===== config.mk =====
export PLATFORM = sky130hd
export DESIGN_NAME = line_debounce
export DESIGN_NICKNAME = d
export VERILOG_FILES = /design/src/rtl/line_debounce_pkg.sv /design/src/rtl/line_debounce_bit.sv /design/src/rtl/line_debounce.sv
export SDC_FILE = /design/constraint.sdc
export NUM_CORES = 1
export LEC_CHECK = 0
export ABC_AREA = 1
export ABC_CLOCK_PERIOD_IN_PS = 4000
export CORE_MARGIN = 10
export CORE_UTILIZATION = 40
export CTS_CLUSTER_SIZE = 24
export DETAILED_ROUTE_END_ITERATION = 6
export PLACE_DENSITY_LB_ADDON = 0.2
export SKIP_CTS_REPAIR_TIMING = 1
export SYNTH_ARGS = -nofsm -noshare
export SYNTH_HDL_FRONTEND = slang
export SYNTH_SLANG_ARGS = --single-unit

===== constraint.sdc =====
create_clock -name clk -period 4 [get_ports clk]
set_input_delay 0.8 -clock clk [delete_from_list [all_inputs] [get_ports clk]]
set_output_delay 0.8 -clock clk [all_outputs]
set_load 0.01 [all_outputs]

===== src/rtl/line_debounce_pkg.sv =====
// Shared constants and helpers for the line debouncer.
package line_debounce_pkg;
  // Legal synchronizer depth; shallower is not metastability-safe, deeper only adds latency.
  localparam int SYNC_STAGES_MIN = 2;
  localparam int SYNC_STAGES_MAX = 4;

  // Counter width able to hold 0..cycles without wrapping.
  function automatic int cnt_width(input int cycles);
    return (cycles < 1) ? 1 : $clog2(cycles + 1);
  endfunction
endpackage


===== src/rtl/line_debounce_bit.sv =====
// One conditioned line: synchronizer, polarity invert, debounce counter,
// edge pulses and a sticky event flag.
module line_debounce_bit
  import line_debounce_pkg::*;
#(
  parameter int SYNC_STAGES     = 2,
  parameter int DEBOUNCE_CYCLES = 16
) (
  input  logic clk,
  input  logic rst,
  input  logic raw_line,
  input  logic invert,
  input  logic event_clear,
  output logic line_out,
  output logic rise,
  output logic fall,
  output logic event_latched
);
  localparam int CW = cnt_width(DEBOUNCE_CYCLES);
  localparam logic [CW-1:0] CNT_LAST = CW'(DEBOUNCE_CYCLES - 1);

  (* ASYNC_REG = "TRUE" *) logic [SYNC_STAGES-1:0] sync_q;
  logic [SYNC_STAGES-1:0] sync_d;
  logic [CW-1:0]          cnt_q, cnt_d;
  logic                   line_q, line_d;
  logic                   rise_q, rise_d;
  logic                   fall_q, fall_d;
  logic                   ev_q, ev_d;
  logic                   sample;

  // Shift the raw line through the synchronizer chain.
  always_comb begin
    sync_d = {sync_q[SYNC_STAGES-2:0], raw_line};
  end

  // Debounce: count consecutive differing samples, accept on the last one.
  // Edge pulses and event set are derived from the accept so they line up
  // with the first cycle lines_out shows the new value.
  always_comb begin
    sample = sync_q[SYNC_STAGES-1] ^ invert;
    line_d = line_q;
    cnt_d  = '0;
    rise_d = 1'b0;
    fall_d = 1'b0;
    if (sample != line_q) begin
      if (cnt_q == CNT_LAST) begin
        line_d = sample;
        rise_d = sample;
        fall_d = ~sample;
      end else begin
        cnt_d = cnt_q + 1'b1;
      end
    end
    // Set wins over a coincident clear so no event is lost.
    if (rise_d || fall_d) ev_d = 1'b1;
    else if (event_clear) ev_d = 1'b0;
    else                  ev_d = ev_q;
  end

  // State registers; reset aborts any count in progress without a pulse.
  always_ff @(posedge clk or posedge rst) begin
    if (rst) begin
      sync_q <= '0;
      cnt_q  <= '0;
      line_q <= 1'b0;
      rise_q <= 1'b0;
      fall_q <= 1'b0;
      ev_q   <= 1'b0;
    end else begin
      sync_q <= sync_d;
      cnt_q  <= cnt_d;
      line_q <= line_d;
      rise_q <= rise_d;
      fall_q <= fall_d;
      ev_q   <= ev_d;
    end
  end

  assign line_out      = line_q;
  assign rise          = rise_q;
  assign fall          = fall_q;
  assign event_latched = ev_q;
endmodule


===== src/rtl/line_debounce.sv =====
// Debounces NUM_LINES asynchronous lines feeding line_matrix.
module line_debounce
  import line_debounce_pkg::*;
#(
  parameter int NUM_LINES       = 8,
  parameter int SYNC_STAGES     = 2,
  parameter int DEBOUNCE_CYCLES = 16
) (
  input  logic                 clk,
  input  logic                 rst,
  input  logic [NUM_LINES-1:0] raw_lines,
  input  logic [NUM_LINES-1:0] invert,
  input  logic [NUM_LINES-1:0] event_clear,
  output logic [NUM_LINES-1:0] lines_out,
  output logic [NUM_LINES-1:0] rise,
  output logic [NUM_LINES-1:0] fall,
  output logic [NUM_LINES-1:0] event_latched
);
  // Out-of-range depths are pulled into the legal window rather than building a broken chain.
  localparam int SYNC_EFF = (SYNC_STAGES < SYNC_STAGES_MIN) ? SYNC_STAGES_MIN :
                            (SYNC_STAGES > SYNC_STAGES_MAX) ? SYNC_STAGES_MAX : SYNC_STAGES;

  // One independent debouncer per line.
  for (genvar i = 0; i < NUM_LINES; i++) begin : g_line
    line_debounce_bit #(
      .SYNC_STAGES    (SYNC_EFF),
      .DEBOUNCE_CYCLES(DEBOUNCE_CYCLES)
    ) u_bit (
      .clk          (clk),
      .rst          (rst),
      .raw_line     (raw_lines[i]),
      .invert       (invert[i]),
      .event_clear  (event_clear[i]),
      .line_out     (lines_out[i]),
      .rise         (rise[i]),
      .fall         (fall[i]),
      .event_latched(event_latched[i])
    );
  end
endmodule


---- Yosys cells after proc, flatten, opt, wreduce, memory -nomap -nowiden ----
Cells that the tools add are included.
storage, ports and cells
  flip-flop bits (word level) ............. 88
  bits of input ports ..................... 26
  output and inout bits ................... 32
  logic and storage cells ................. 176
operators by class
  add/subtract/negate cells ............... 8
  equal/unequal tests ..................... 16
  mux-type cells .......................... 64
  bitwise gates (word level) .............. 16
  reductions and logical operators ........ 24
operator list
  operator                                       count
  two-way mux 5 bit                              16
  two-way mux 1 bit                              48
  adder 5 x 1 -> 5 bit, second input constant    8
  == test 5 x 4 -> 1 bit, second input constant  8
  AND reduction 2 bit                            8
  nonzero test 2 bit                             8
  logical OR 1 bit                               8
  != test 1 bit                                  8
  inverter 1 bit                                 8
  bitwise XOR 1 bit                              8

---- Logic depth before layout (Yosys ltp) ----
Gate-level depths: netlist of the first run.
  word-level depth ........................ 6
  depth in mapped cells ................... 6
  gate-level depth less buffers ........... 6

---- Hierarchy ----
From an unflattened synthesis of the first run, not the netlist that was laid out.
second synthesis, totals
  cell total of the unflattened synthesis .. 432
  area total of the unflattened synthesis .. 3883.7 µm²
modules (own cells, without submodules)
  module             times used  cells each  area an instance (µm²)  sequential area each (µm²)
  line_debounce_bit  8           54          485.5                   275.3

---- Worst setup path after synthesis of the first run ----
OpenSTA, ideal clock, no wires.
  path kind ............................... register to output
  start ................................... register g_line[7].u_bit.line_q
  end ..................................... output lines_out[7]
  arrival ................................. 0.545 ns
  data required time ...................... 3.200 ns
  path slack .............................. 2.655 ns
  stages on the path, launching flop included .. 2
  path buffers ............................ 1
  cells stage by stage .................... dfrtp_1 -> buf_4
RTL lines
  what                    line                     source
  from (decl)             line_debounce_bit.sv:25  logic line_q, line_d;
  from (signal assigned)  line_debounce_bit.sv:72  line_q <= line_d;
  to (decl)               line_debounce.sv:14      output logic [NUM_LINES-1:0] lines_out,
No word-level cell between the ends.

---- Final worst setup path of the first run ----
  start ................................... register g_line[7].u_bit.line_q
  end ..................................... output lines_out[7]
No word-level cell between the ends.

==> results by group, run 1 <==
Route
  • First-pass detailed-route iteration total: 4
  • Final ANT Viol Nets: 0
  • DRC violations left: 0
  • Routed WL per cell: 10.8 µm
  • Total wire length: 6690 µm
  • Via/cell ratio: 4.41
  • Total number of vias: 2,726
  • 1st-iter DRT viols: approximately 130

Logic synthesis
  • Distinct cells, synth: 14
  • Leading area contributor after synthesis: dfrtp_1
  • Mapped Nets: between 400 and 500
  • Sequential cell area fraction in the yosys report: 55.0%
  • Mapped Area: 4000 µm²
  • Dominant cells by area after synthesis: dfrtp_1, nand2_1, inv_1
  • Top-area cell type share of the netlist area: 55.0%
  • Post-synthesis cell count: 443
  • Syn_area_per_cell: 9.03 µm²
  • Yosys warns: 0
  • Yosys reg bits: 88

Cells and area
  • Fraction of layout cells with a size suffix above 1: 7.22%
  • Antenna Cells: 0
  • Area Growth Syn to Fin: 18.9%
  • Layout Nets: 514
  • Post-Layout Cell Count: 618

Floorplanning
  • Die Width: between 100 and 150 µm
  • Core area: 9770 µm²
  • Initial Util: ~41%
  • Rows: 36
  • Die ar.: 14,400 µm²
  • # IOs: 58
  • Die Y: 120 µm

Timing
  • Final setup vio count: 0
  • Max-slew violations: 0
  • Fin Clk Skew: just under 9 ps
  • Max Fclk: ~460 MHz
  • Rel. slew slack: between 60% and 70%
  • Worst-margin pin slew: between 400 and 500 ps
  • Setup_tns: 0 ps
  • Ratio of final minimum period to clock period: 54.2%
  • Unrepaired setup endpoints after global routing: no
  • Hold Fails Final Rpt: 0
  • Period minus WS final: 2170 ps

Status
  • Status: finished clean

Global route
  • Number of global-route vias before repair: approximately 2,700
  • Gr usage total: about a tenth
  • Global-route wire length before repair: 11,600 µm
  • Largest net degree at the start of global routing: 64
  • Initial antenna violation count: 1
  • Grt total ovfl: 0

Clocking
  • Clock Tree Root: clkbuf_8
  • TritonCTS clock tree: yes
  • Reg clk slew, reported paths: around 90 ps
  • Max Root-Sink Buffers: 2
  • Total CTS buffers: 9
  • CTS H-Tree Depth: 3
  • Worst skew pair latency: 350 ps
  • Clock Sinks: 88

Setup path
  • CP required: roughly 3200 ps
  • Worst path slowest cell: clkdlybuf4s50_1
  • CP Launch Type: register
  • Worst Setup Path Type: reg2out
  • Endpoint type of the worst setup path: output port
  • Sum of buffers and inverters on the critical path: 1
  • Arr. time, crit path: 1370 ps
  • CP cell instances: clkdlybuf4s50_1
  • Largest stage delay, worst path: slightly below 600 ps
  • CP max FO: 5
  • CP top delay family: buffers and inverters

Placed design
  • Post-DP HPWL: 4920 µm
  • Gpl congestion: ~0.77
  • I/O Buffers: 57
  • Placed Cells: between 600 and 700

Power and ir drop
  • Cell Pwr Density: between 300 and 400 nW/µm²
  • Max VDD drop: 0.196 mV
  • Leakage: 2.39 nW

Hold path
  • HP Class: reg2reg

Run
  • Max_cap viols: 0
## layout make-up
cell class / count / area (µm²)
flip-flops and latches: 88 / 2200
fillers: 944 / 5020
multi-input cells: 253 / 1300
clock buffers: 11 / 151
clock inverters: 5 / 86.3
well taps: 133 / 166
repair buffers: 58 / 591
inverters: 70 / 264
## power by group
part | switching, W | internal [W] | total (W) | leakage (nW)
clock network | 0.000326 | 0.000392 | 0.000718 | 0.121
logic | 0.0000716 | 0.0000591 | 0.000131 | 1.13
registers | 0.0000264 | 0.000919 | 0.000945 | 1.14
## kinds of logic after synthesis
logic type,count (synthesis),synth area share (%)
DFF,88,55.0
and+or+nand+nor,230,27.3
AOI/OAI and AO/OA,7,0.875
adders and majority gates,8,2.50
buffers and inverters,102,12.6
xor gates and xnor gates,8,1.75
## cell usage after synthesis
| master | n |
|---|---|
| nor2_1 | 47 |
| nand2_1 | 102 |
| buf_4 | 32 |
| dfrtp_1 | 88 |
| inv_1 | 70 |
| xnor2_1 | 8 |
| nor2_2 | 2 |
| nand3b_1 | 8 |
| ha_1 | 8 |
| nand4_1 | 16 |
| nand3_1 | 40 |
| nor2_4 | 7 |
| nand3_2 | 8 |
| o21ai_0 | 7 |
## layer usage
layer | track usage, % | vias up | share of wire, %
li1 | - | 1428 | -
met1 | 11.1 | 1237 | 46
met2 | 15.4 | 44 | 45
met3 | 3.56 | 15 | 6.8
met4 | 4.75 | 2 | 1.6
met5 | 0 | - | 0.19
## path summary, 6_finish.rpt
path	slack (ps)	endpoint	startpoint	cells after the start
setup / recovery	1830	lines_out[7]	g_line[7].u_bit.line_out$_DFFE_PP0P_	1
hold / removal	350	g_line[5].u_bit.sync_q[1]$_DFF_PP0_	g_line[5].u_bit.sync_q[0]$_DFF_PP0_	0
setup reg to reg	2870	g_line[3].u_bit.rise$_DFF_PP0_	g_line[3].u_bit.cnt_q[0]$_DFF_PP0_	5
hold reg to reg	350	g_line[5].u_bit.sync_q[1]$_DFF_PP0_	g_line[5].u_bit.sync_q[0]$_DFF_PP0_	0
max in group asynchronous	2560	g_line[4].u_bit.cnt_q[2]$_DFF_PP0_	rst	3
min in group asynchronous	760	g_line[2].u_bit.line_out$_DFFE_PP0P_	rst	2
## per-stage QoR
step	setup WS (ps)	util (%)	instance area, µm²	hold slack [ps]	power [W]
2_1_floorplan	921	-	4000	331	0.00104
3_3_place_gp	2100	46.2	4520	332	0.00109
3_5_place_dp	2090	46.2	4520	335	0.00110
4_1_cts	1800	48.7	4760	352	0.00182
5_1_grt	1760	48.7	4760	361	0.00188
6_report	1830	48.7	4760	347	0.00179
## cells in the final DEF (no fill, tap or decap)
cell	n
clkinv_2	1
buf_12	1
clkdlybuf4s50_1	57
ha_1	8
bufinv_16	2
nor2_4	7
o21ai_0	7
clkinv_4	1
nand2_1	102
nand3_1	40
nor2_1	47
nand3b_1	8
inv_6	2
dfrtp_1	88
nand3_2	8
nand4_1	16
inv_1	69
xnor2_1	8
clkbuf_8	11
nor2_2	2
## sequential cells by signal (all words and copies together) (netlist names)
name                        flops
g_line.u_bit.rise               8
g_line.u_bit.sync_q            16
g_line.u_bit.cnt_q             40
g_line.u_bit.fall               8
g_line.u_bit.line_out           8
g_line.u_bit.event_latched      8
No activity file was read; power rests on OpenSTA's default activity.
==> run 2: changes to the inputs <==
--- a/config.mk
+++ b/config.mk
@@ -6,7 +6,7 @@
 export NUM_CORES = 1
 export LEC_CHECK = 0
 export ABC_AREA = 1
-export ABC_CLOCK_PERIOD_IN_PS = 4000
+export ABC_CLOCK_PERIOD_IN_PS = 1900
 export CORE_MARGIN = 10
 export CORE_UTILIZATION = 40
 export CTS_CLUSTER_SIZE = 24
==> constraint.sdc (replaced) <==
create_clock -name clk -period 1.9 [get_ports clk]
set_input_delay 0.38 -clock clk [delete_from_list [all_inputs] [get_ports clk]]
set_output_delay 0.38 -clock clk [all_outputs]
set_load 0.01 [all_outputs]
==> results by group, run 2 (synthesized netlist as in run 1, its figures left out) <==
Timing
  • Fin Clk Skew: 13.6 ps (+4.68 ps)
  • Ratio of final minimum period to clock period: 90.9%
  • Unrepaired setup endpoints after global routing: no
  • Period minus WS final: 1730 ps
  • Max-slew violations: 0 (unchanged)
  • Worst-margin pin slew: 421 ps (-42.5 ps)
  • Setup_tns: 0 ps (unchanged)
  • Hold Fails Final Rpt: 0 (unchanged)
  • Rel. slew slack: 71.9% (+2.9 points)
  • Max Fclk: 579 MHz
  • Final setup vio count: 0 (unchanged)

Cells and area
  • Layout Nets: 515 (+0.19%)
  • Antenna Cells: 0 (unchanged)
  • Commonest non-fill, non-tap cells in the layout: nand2_1, dfrtp_1, inv_1, clkdlybuf4s50_1, nor2_1
  • Fraction of layout cells with a size suffix above 1: 7.41% (+0.19 points)
  • Post-Layout Cell Count: 619 (+0.16%)
  • Max reg flops: 40 (unchanged)
  • Most common cell after layout, fill and taps aside: nand2_1
  • Biggest register: g_line.u_bit.cnt_q
  • Top Registers: g_line.u_bit.cnt_q (40), g_line.u_bit.sync_q (16)
  • Area Growth Syn to Fin: 17.9%

Status
  • Status: finished clean

Clocking
  • Max Root-Sink Buffers: 2 (unchanged)
  • Worst skew pair latency: 340 ps (about the same)
  • Reg clk slew, reported paths: 90 ps (about the same)
  • Clock Tree Root: clkbuf_8
  • CTS H-Tree Depth: 3 (unchanged)
  • Total CTS buffers: 9 (unchanged)
  • TritonCTS clock tree: yes
  • Clock Sinks: 88 (unchanged)

Floorplanning
  • Initial Util: 40.9% (unchanged)
  • # IOs: 58 (unchanged)
  • Core area: 9770 µm² (unchanged)
  • Die Width: 120 µm (unchanged)
  • Die ar.: 14,400 µm² (unchanged)
  • Rows: 36 (unchanged)
  • Die Y: 120 µm (unchanged)

Power and ir drop
  • Tot Pwr: 0.00348 W (+94%)
  • Leakage: 2.37 nW (-0.97%)
  • Cell Pwr Density: 738 nW/µm² (+96%)
  • Max VDD drop: 0.278 mV (+42%)

Placed design
  • Post-DP HPWL: 4910 µm (-0.31%)
  • I/O Buffers: 57 (unchanged)
  • Gpl congestion: 0.762 (-0.47%)
  • Placed Cells: 603 (+0.17%)

Setup path
  • Endpoint type of the worst setup path: output port
  • CP max FO: 5 (unchanged)
  • CP top delay family: buffers and inverters
  • Worst Setup Path Type: reg2out
  • CP cell instances: clkdlybuf4s50_1
  • CP required: 1520 ps (-1680 ps)
  • Arr. time, crit path: 1350 ps (-20 ps)
  • Largest stage delay, worst path: 570 ps (about the same)
  • Sum of buffers and inverters on the critical path: 1 (unchanged)
  • Worst path slowest cell: clkdlybuf4s50_1
  • CP Launch Type: register

Global route
  • Initial antenna violation count: 0 (-1)
  • Gr usage total: 9.58% (-0.044 points)
  • Global-route wire length before repair: 11,700 µm (+0.95%)
  • Number of global-route vias before repair: 2,705 (+1.3%)
  • Grt total ovfl: 0 (unchanged)
  • Largest net degree at the start of global routing: 56 (-13%)

Run
  • Max_cap viols: 0 (unchanged)

Route
  • Routed WL per cell: 10.6 µm (-1.8%)
  • Wire length on met3: 387 µm (-15%)
  • First-pass detailed-route iteration total: 4 (unchanged)
  • DRC violations left: 0 (unchanged)
  • Via/cell ratio: 4.44 (+0.61%)
  • Total number of vias: 2,747 (+0.77%)
  • Highest metal used: met4
  • Total wire length: 6570 µm (-1.7%)
  • Final ANT Viol Nets: 0 (unchanged)
  • 1st-iter DRT viols: 94 (-27%)
  • Met2 Wirelength: 2980 µm (-1.6%)
  • M1 wire length: 3100 µm (+0.58%)

Hold path
  • HP Class: reg2reg
-- run 2: layout make-up --
type,count,area (µm²)
Fill cell,932,5050
Sequential cell,88,2200
Multi-Input combinational cell,253,1300
Timing Repair Buffer,59,598
Inverter,70,267
Tap cell,133,166
Clock buffer,11,151
Clock inverter,5,38.8
-- run 2: layer usage --
layer,GRT usage [%],up-vias
met5,0,-
met4,4.15,0
met3,2.81,10
met2,15.8,53
met1,11.4,1265
li1,-,1419
-- run 2: power breakdown --
part	internal, W	switching, W
sequential	0.00193	0.0000558
clock	0.000557	0.000661
combinational	0.000126	0.000150
-- run 2: final timing paths --
check	endpoint	from	slack (ps)	cells past startpoint
min	g_line[3].u_bit.sync_q[1]$_DFF_PP0_	g_line[3].u_bit.sync_q[0]$_DFF_PP0_	350	0
min reg2reg	g_line[3].u_bit.sync_q[1]$_DFF_PP0_	g_line[3].u_bit.sync_q[0]$_DFF_PP0_	350	0
min in group asynchronous	g_line[0].u_bit.cnt_q[0]$_DFF_PP0_	rst	460	3
max in group asynchronous	g_line[2].u_bit.sync_q[0]$_DFF_PP0_	rst	1050	3
max	lines_out[7]	g_line[7].u_bit.line_out$_DFFE_PP0P_	170	1
max reg2reg	g_line[3].u_bit.line_out$_DFFE_PP0P_	g_line[3].u_bit.cnt_q[0]$_DFF_PP0_	750	5
-- run 2: metrics by stage --
step	instance area [µm²]	worst slack, ps	hold slack, ps	util (%)
6_report	4720	172	353	48.3
5_1_grt	4720	90.6	367	48.3
4_1_cts	4720	124	356	48.3
3_5_place_dp	4530	409	335	46.3
3_3_place_gp	4530	428	332	46.3
2_1_floorplan	4010	498	331	-
==> run 3: changes to the inputs <==
--- a/config.mk
+++ b/config.mk
@@ -11,6 +11,7 @@
 export CORE_UTILIZATION = 40
 export CTS_CLUSTER_SIZE = 24
 export DETAILED_ROUTE_END_ITERATION = 6
+export HOLD_SLACK_MARGIN = 0.02
 export PLACE_DENSITY_LB_ADDON = 0.2
 export SKIP_CTS_REPAIR_TIMING = 1
 export SYNTH_ARGS = -nofsm -noshare
==> results of run 3 <==
The final DEF is identical to that of run 2; final timing and power are the same.
